**config.mk**
```make
export PLATFORM = sky130hd
export DESIGN_NAME = sap1_prog_loader
export DESIGN_NICKNAME = d
export VERILOG_FILES = /design/src/rtl/sap1_prog_loader.sv
export SDC_FILE = /design/constraint.sdc
export NUM_CORES = 1
export LEC_CHECK = 0
export ABC_CLOCK_PERIOD_IN_PS = 3700
export CORE_MARGIN = 2
export CORE_UTILIZATION = 49
export DETAILED_ROUTE_END_ITERATION = 8
export PLACE_DENSITY_LB_ADDON = 0.1
export RECOVER_POWER = 50
export SLEW_MARGIN = 20
export SYNTH_ARGS = -nofsm -noshare
export SYNTH_HDL_FRONTEND = slang
export SYNTH_SLANG_ARGS = --single-unit
```
**constraint.sdc**
```tcl
create_clock -name clk -period 3.7 [get_ports clk]
set_input_delay 0.37 -clock clk [delete_from_list [all_inputs] [get_ports clk]]
set_output_delay 0.37 -clock clk [all_outputs]
set_load 0.1 [all_outputs]
```
**src/rtl/sap1_prog_loader.sv**
```systemverilog
`default_nettype none
// ============================================================================
// Module      : sap1_prog_loader
// Description : Framed byte-stream program loader for the SAP-1 CPU.
//               Receives SYNC, N, N data bytes and a mod-256 checksum over a
//               valid/ready byte interface, writes the data bytes into the
//               CPU's 16x8 RAM, and holds the CPU in reset until the image
//               has been verified. Any framing, count, checksum or idle
//               timeout fault parks the loader in an error state with the
//               CPU still in reset.
// Revision    : 1.0 - initial release
// ============================================================================
module sap1_prog_loader #(
    parameter logic [7:0]  SYNC_BYTE = 8'hA5,
    parameter int unsigned RST_HOLD  = 4,
    parameter int unsigned TIMEOUT   = 255
) (
    input  logic       clk,
    input  logic       rst,
    input  logic       start,
    input  logic       in_valid,
    input  logic [7:0] in_data,
    output logic       in_ready,
    output logic       ram_we,
    output logic [3:0] ram_addr,
    output logic [7:0] ram_wdata,
    output logic       cpu_rst,
    output logic       done,
    output logic       error
);

    // ------------------------------------------------------------------------
    // Constants
    // ------------------------------------------------------------------------
    localparam logic [3:0] c_rst_hold = RST_HOLD[3:0];
    localparam logic [7:0] c_timeout  = TIMEOUT[7:0];
    localparam logic [7:0] c_max_len  = 8'd16;

    // ------------------------------------------------------------------------
    // State encoding
    // ------------------------------------------------------------------------
    typedef enum logic [2:0] {
        ST_HDR  = 3'd0,
        ST_CNT  = 3'd1,
        ST_DATA = 3'd2,
        ST_CSUM = 3'd3,
        ST_HOLD = 3'd4,
        ST_RUN  = 3'd5,
        ST_ERR  = 3'd6
    } state_t;

    // ------------------------------------------------------------------------
    // Registers
    // ------------------------------------------------------------------------
    state_t     r_state;
    logic [4:0] r_idx;        // 5 bits so a 16-byte image ends at 16, not 0
    logic [4:0] r_len;        // frame length N, 1..16
    logic [7:0] r_sum;        // running mod-256 sum of data bytes
    logic [7:0] r_idle;       // idle cycles since the last accepted byte
    logic [3:0] r_hold_cnt;   // cycles spent in HOLD
    logic       r_ram_we;
    logic [3:0] r_ram_addr;
    logic [7:0] r_ram_wdata;
    logic       r_cpu_rst;
    logic       r_done;
    logic       r_error;

    // ------------------------------------------------------------------------
    // Combinational helpers
    // ------------------------------------------------------------------------
    logic       w_ready;
    logic       w_accept;
    logic       w_len_ok;
    logic [7:0] w_idle_next;
    logic       w_timeout;
    logic [4:0] w_idx_next;
    logic [7:0] w_sum_next;

    // Ready depends on state alone; the source may hold valid high freely.
    assign w_ready = (r_state == ST_HDR)  || (r_state == ST_CNT) ||
                     (r_state == ST_DATA) || (r_state == ST_CSUM);

    // A start pulse wins over a byte presented in the same cycle.
    assign w_accept    = in_valid && w_ready && !start;

    assign w_len_ok    = (in_data != 8'd0) && (in_data <= c_max_len);
    assign w_idle_next = r_idle + 8'd1;
    assign w_timeout   = (w_idle_next == c_timeout);
    assign w_idx_next  = r_idx + 5'd1;
    assign w_sum_next  = r_sum + in_data;

    // ------------------------------------------------------------------------
    // Output wiring
    // ------------------------------------------------------------------------
    assign in_ready  = w_ready;
    assign ram_we    = r_ram_we;
    assign ram_addr  = r_ram_addr;
    assign ram_wdata = r_ram_wdata;
    assign cpu_rst   = r_cpu_rst;
    assign done      = r_done;
    assign error     = r_error;

    // Loader FSM: frame parsing, RAM writes, checksum, reset hold and errors.
    always_ff @(posedge clk or posedge rst) begin
        if (rst) begin
            r_state     <= ST_HDR;
            r_idx       <= 5'd0;
            r_len       <= 5'd0;
            r_sum       <= 8'd0;
            r_idle      <= 8'd0;
            r_hold_cnt  <= 4'd0;
            r_ram_we    <= 1'b0;
            r_ram_addr  <= 4'd0;
            r_ram_wdata <= 8'd0;
            r_cpu_rst   <= 1'b1;
            r_done      <= 1'b0;
            r_error     <= 1'b0;
        end else if (start) begin
            // Abort whatever is in flight and wait for a new frame.
            r_state    <= ST_HDR;
            r_idx      <= 5'd0;
            r_sum      <= 8'd0;
            r_idle     <= 8'd0;
            r_hold_cnt <= 4'd0;
            r_ram_we   <= 1'b0;
            r_cpu_rst  <= 1'b1;
            r_done     <= 1'b0;
            r_error    <= 1'b0;
        end else begin
            // The write strobe is a single-cycle pulse.
            r_ram_we <= 1'b0;

            case (r_state)
                ST_HDR: begin
                    // Hunt for the sync marker; everything else is dropped.
                    if (w_accept && (in_data == SYNC_BYTE)) begin
                        r_idle  <= 8'd0;
                        r_state <= ST_CNT;
                    end
                end

                ST_CNT: begin
                    if (w_accept) begin
                        r_idle <= 8'd0;
                        if (w_len_ok) begin
                            r_len   <= in_data[4:0];
                            r_idx   <= 5'd0;
                            r_sum   <= 8'd0;
                            r_state <= ST_DATA;
                        end else begin
                            r_state <= ST_ERR;
                        end
                    end else if (w_timeout) begin
                        r_state <= ST_ERR;
                    end else begin
                        r_idle <= w_idle_next;
                    end
                end

                ST_DATA: begin
                    if (w_accept) begin
                        r_idle      <= 8'd0;
                        r_ram_we    <= 1'b1;
                        r_ram_addr  <= r_idx[3:0];
                        r_ram_wdata <= in_data;
                        r_sum       <= w_sum_next;
                        r_idx       <= w_idx_next;
                        if (w_idx_next == r_len) begin
                            r_state <= ST_CSUM;
                        end
                    end else if (w_timeout) begin
                        r_state <= ST_ERR;
                    end else begin
                        r_idle <= w_idle_next;
                    end
                end

                ST_CSUM: begin
                    if (w_accept) begin
                        r_idle <= 8'd0;
                        if (in_data == r_sum) begin
                            r_hold_cnt <= 4'd0;
                            r_state    <= ST_HOLD;
                        end else begin
                            r_state <= ST_ERR;
                        end
                    end else if (w_timeout) begin
                        r_state <= ST_ERR;
                    end else begin
                        r_idle <= w_idle_next;
                    end
                end

                ST_HOLD: begin
                    // Keep the CPU in reset for the hold window, then release
                    // it with done rising on the same edge.
                    if (r_hold_cnt == c_rst_hold) begin
                        r_cpu_rst <= 1'b0;
                        r_done    <= 1'b1;
                        r_state   <= ST_RUN;
                    end else begin
                        r_hold_cnt <= r_hold_cnt + 4'd1;
                    end
                end

                ST_RUN: begin
                    r_cpu_rst <= 1'b0;
                    r_done    <= 1'b1;
                end

                ST_ERR: begin
                    r_error   <= 1'b1;
                    r_cpu_rst <= 1'b1;
                end

                default: begin
                    r_state <= ST_HDR;
                end
            endcase
        end
    end

endmodule
`default_nettype wire

```
# --- Word level (Yosys, flattened, before mapping) ---
# Index checks and enable logic that the tools add are counted.
op_classes:
  add_sub_neg: 4
  mux: 42
  bitwise: 1
  n_lt_le_gt_ge: 1
  reduce_logical: 26
  eq_ne: 22
op_table:
  columns: ["op", "n"]
  rows:
  - ["2-to-1 mux 8 bit", 8]
  - ["case mux 8 bit (2 select lines)", 2]
  - ["2-to-1 mux 3 bit", 9]
  - ["2-to-1 mux 5 bit", 4]
  - ["!= test 3 bit, second input constant", 6]
  - ["case mux 3 bit (6 select lines)", 1]
  - ["== test 8 bit, second input constant", 2]
  - ["2-to-1 mux 4 bit", 4]
  - ["AND reduction 4 bit", 4]
  - ["nonzero test 3 bit", 4]
  - ["case mux 5 bit (2 select lines)", 1]
  - ["== test 3 bit, second input constant", 3]
  - ["2-to-1 mux 1 bit", 9]
  - ["adder 8 x 1 -> 8 bit, second input constant", 1]
  - ["adder 8 bit", 1]
  - ["== test 8 bit", 1]
  - ["<= comparator 8 x 5 -> 1 bit, second input constant", 1]
  - ["case mux 4 bit (2 select lines)", 1]
  - ["nonzero test 8 bit", 1]
  - ["== test 3 x 2 -> 1 bit, second input constant", 2]
  - ["!= test 3 x 2 -> 1 bit, second input constant", 2]
  - ["AND reduction 3 bit", 2]
  - ["adder 5 x 1 -> 5 bit, second input constant", 1]
  - ["== test 5 bit", 1]
  - ["19 further kinds", 25]
word_totals:
  input_bits: 12
  output_inout_bits: 17
  wordCells: 108
  reg_bits: 49

# --- Depth between registers and ports, before layout ---
logic_depth:
  ltp_word: 10
  depth_mapped: 8
  mapped_depth_nobuf: 8

# --- Worst setup path after synthesis ---
# OpenSTA, ideal clock, no wires.
synth_path:
  kind: "input port to flip-flop"
  startpoint: "input port in_data[5]"
  endpoint: "register r_hold_cnt[3]"
  path_slack_ps: 1044
  required_time_ps: 3631
  n_path_buf: 0
  path_stages: 7
  setup_ps: 69
  arrival_time_ps: 2587
  cell_sequence: "ha_1 -> or4b_1 -> or4_4 -> o22ai_4 -> nor2_2 -> or4_1 -> nand3_1"
synth_between:
  elab_chain_cells: 3
synth_lines:
  columns: ["element", "line_no", "source"]
  rows:
  - ["start, declared", "22", "input logic [7:0] in_data,"]
  - ["== test 8 bit", "181", "if (in_data == r_sum) begin"]
  - ["!= test 3 x 2 -> 1 bit (no line)", null, null]
  - ["AND reduction 4 bit (no line)", null, null]
  - ["end signal, assigned", "202", "r_hold_cnt <= r_hold_cnt + 4'd1;"]
  - ["end, declared", "60", "logic [3:0] r_hold_cnt;"]
# Every way passes these cells.
# A chain may end at the register's enable or synchronous reset.

# --- Worst setup path after layout ---
layout_path:
  startpoint: "input port in_data[4]"
  endpoint: "register r_hold_cnt[3]"
# Same word-level chain as after synthesis.

==> summary.txt <==
CTS
  • Clock transition at path regs: 90 ps
  • Root cell of the clock tree: clkbuf_8
  • CTS Buffer Depth: 2
  • Hold Buf Count CTS: 0
  • Setup repair bufs after CTS: 0
  • H-tree depth: 2
  • Post-CTS Resized: 0
  • Sinks on Clock Net: 49
  • CTS tree: built
  • Cts bufs inserted: 5
  • Clock latency on the worst-skew pair: 300 ps

Timing
  • Max-slew violations: 50
  • Tcrit/Tclk final: 80.61%
  • Worst Max-Slew Pin Slew: 2141 ps
  • Unrepaired setup endpoints after global routing: false
  • Worst slew margin: -43.51%
  • Tmin final: 2983 ps
  • Total Neg Setup Slack: 0 ps
  • Fin Clk Skew: 5.340 ps
  • Hold Vio Cnt, Final: 0
  • Final setup vio count: 0
  • Max Fclk: 335.3 MHz

Layout
  • Nets: 350
  • Ant. Diodes: 0
  • Non-filler cells, final: 397
  • Synthesis-to-finish area growth: 16.43%
  • Most frequent cells in the layout: nand2_1 (58), dfrtp_1 (48), o21ai_0 (28)
  • Most common cell after layout, fill and taps aside: nand2_1
  • Layout cells sized above 1: 6.462%

Min path
  • Hold Crit Depth: 2
  • Hold path startpoint: ram_addr[2]
  • Worst hold path class: reg2reg
  • Hold endpoint: ram_addr[2]

Global routing
  • Global-route wire length before repair: 10.31 mm
  • Initial antenna violation count: 0
  • Grt ovf: 0
  • Largest net degree at the start of global routing: 50
  • Vias in the first global route: 2129
  • Total Routing Usage GR: 21.21%

Logic synthesis
  • Async S/R FF share, synth: 100.0%
  • Syn_nets: 321
  • Register bit count reported by yosys: 49
  • Synth Instances: 296
  • Synthesized area per cell: 9.109 sq um
  • Sequential fraction of the synthesis area: 45.52%
  • Post-synth EDFFs: 0
  • Top FF cell, synth: dfrtp_1
  • Synthesized cell area: 2696 sq um
  • Yosys cell types: 44
  • Syn. warnings: 0

Setup path
  • Maximum fanout along the worst path: 5
  • Kind of critical path: in2reg
  • R2R Path End: r_hold_cnt[3]
  • Worst Path Arrival: 3230 ps
  • Nature of the critical path startpoint: input port
  • RR Startpoint: r_sum[5]
  • WP data required: 3940 ps
  • Crit end category: flip-flop
  • FF-to-FF path depth: 7
  • Reg-to-reg slack, setup: 910 ps

Route
  • DR iter-0 viols: 168
  • Routed wire length: 5.845 mm
  • DRC Markers: 0
  • Drt wl/cell: 14.72 um
  • Via density: 5.431
  • Drt pass-1 iters: 4
  • Vias: 2156
  • Post-route ant nets: 0

Power
  • P_leak: 1.432 nW
  • Sw Ratio: 47.14%
  • Internal power: 1.060 mW
  • P_sw: 945.1 uW
  • Power Dens Cells: 638.7 nW/um^2
  • Power share of the combinational group: 47.2%
  • Sequential Power Share: 36.8%
  • Worst IR drop on VDD: 460.0 uV
  • Clk pwr share: 15.9%

Floorplanning
  • Ports: 29
  • Die area: 6112 sq um
  • Area of the core: 5405 sq um
  • Initial Utilization: 49.88%
  • Die width: 78.18 um
  • Die Y: 78.18 um
  • Row cnt: 27

Place
  • Port Buffer Count: 28
  • Cells after DPL: 390
  • Detail Placement HPWL: 4.219 mm
  • GP Congestion: 0.8699

Status
  • Outcome: finished, violations left
  • Failing checks: max-capacitance violations, max-slew violations

Run
  • Max cap viols: 1
layer usage:
metal  GRT usage [%]  vias up  wire length [um]
li1                -     1091                 -
met1           29.62     1023              2860
met2           34.14       37              2763
met3           3.908        5               179
met4           5.789        0                42
met5               0        -                 0
registers in the layout (all words and copies together), names as in the netlist:
| register | count |
|---|---|
| cpu_rst | 1 |
| done | 1 |
| error | 1 |
| r_hold_cnt | 4 |
| r_idle | 8 |
| r_idx | 5 |
| r_len | 5 |
| r_state | 3 |
| r_sum | 8 |
| ram_addr | 4 |
| ram_wdata | 8 |
| ram_we | 1 |
cells in the mapped netlist, types with 6 or more instances:
master / number / area share [%]
nand2_1: 58 / 8.1
dfrtp_1: 48 / 45
o21ai_0: 28 / 5.2
nor2_1: 22 / 3.1
nand3_1: 15 / 2.8
ha_1: 12 / 5.6
a21oi_1: 11 / 2.0
clkbuf_1: 9 / 1.3
inv_1: 8 / 1.1
xnor2_1: 8 / 2.6
xor2_1: 7 / 2.3
nor3_1: 6 / 1.1
metrics by stage:
stage	cell area [sq um]	power (mW)	util [%]	hold WS (ps)	setup slack, ps
after floorplan	2696	1.463	-	444.8	1044
after global placement	3055	1.686	56.53	459.3	436.5
after detailed placement	3055	1.695	56.53	461.0	404.4
after CTS	3142	2.015	58.13	481.9	719.9
after global routing	3139	2.130	58.08	508.7	629.4
final	3139	2.005	58.08	479.3	717.3
how the worst max path moves through the flow:
stage          startpoint             to  slack [ps]  cells past startpoint
3_5_place_dp   in_data[4]  r_hold_cnt[3]         400                      8
5_1_grt        in_data[4]  r_hold_cnt[3]         630                      8
4_1_cts        in_data[4]  r_hold_cnt[3]         720                      8
3_3_place_gp   in_data[4]  r_hold_cnt[3]         440                      8
6_report       in_data[4]  r_hold_cnt[3]         720                      8
2_1_floorplan  in_data[5]  r_hold_cnt[3]        1040                      7
power groups by stage:
stage	combinational (mW)	clock, mW	sequential [mW]
floorplan	0.434	0	1.03
global placement	0.941	0	0.744
detailed placement	0.948	0	0.747
CTS	0.951	0.328	0.736
global route	1.02	0.351	0.757
finish	0.947	0.320	0.738
final cells by class:
cell class                 instances  area, sq um
clock buffer                       7        86.33
fill                             530         2266
inverter                           8        31.28
multi-input combinational        229         1398
sequential                        49         1227
tap                               72        90.09
timing repair buffer              32        306.5
logic make-up (layout without fill, tap and decap cells):
kind of cell	Yosys count	after routing	synth area share (%)
buf+inv	18	47	2.645
compound gates	71	71	17.22
mux	5	5	2.088
simple gates	125	125	21.35
xor+xnor	15	15	4.873
fa+ha+maj	13	13	6.311
flops	49	49	45.52
critical path, stage by stage:
cell	delay (ps)
clkdlybuf4s50_1	500
ha_1	400
or4b_1	500
or4_4	580
o22ai_4	210
nor2_2	80
or4_1	490
nand3_1	90
No activity file was read; power rests on OpenSTA's default activity.
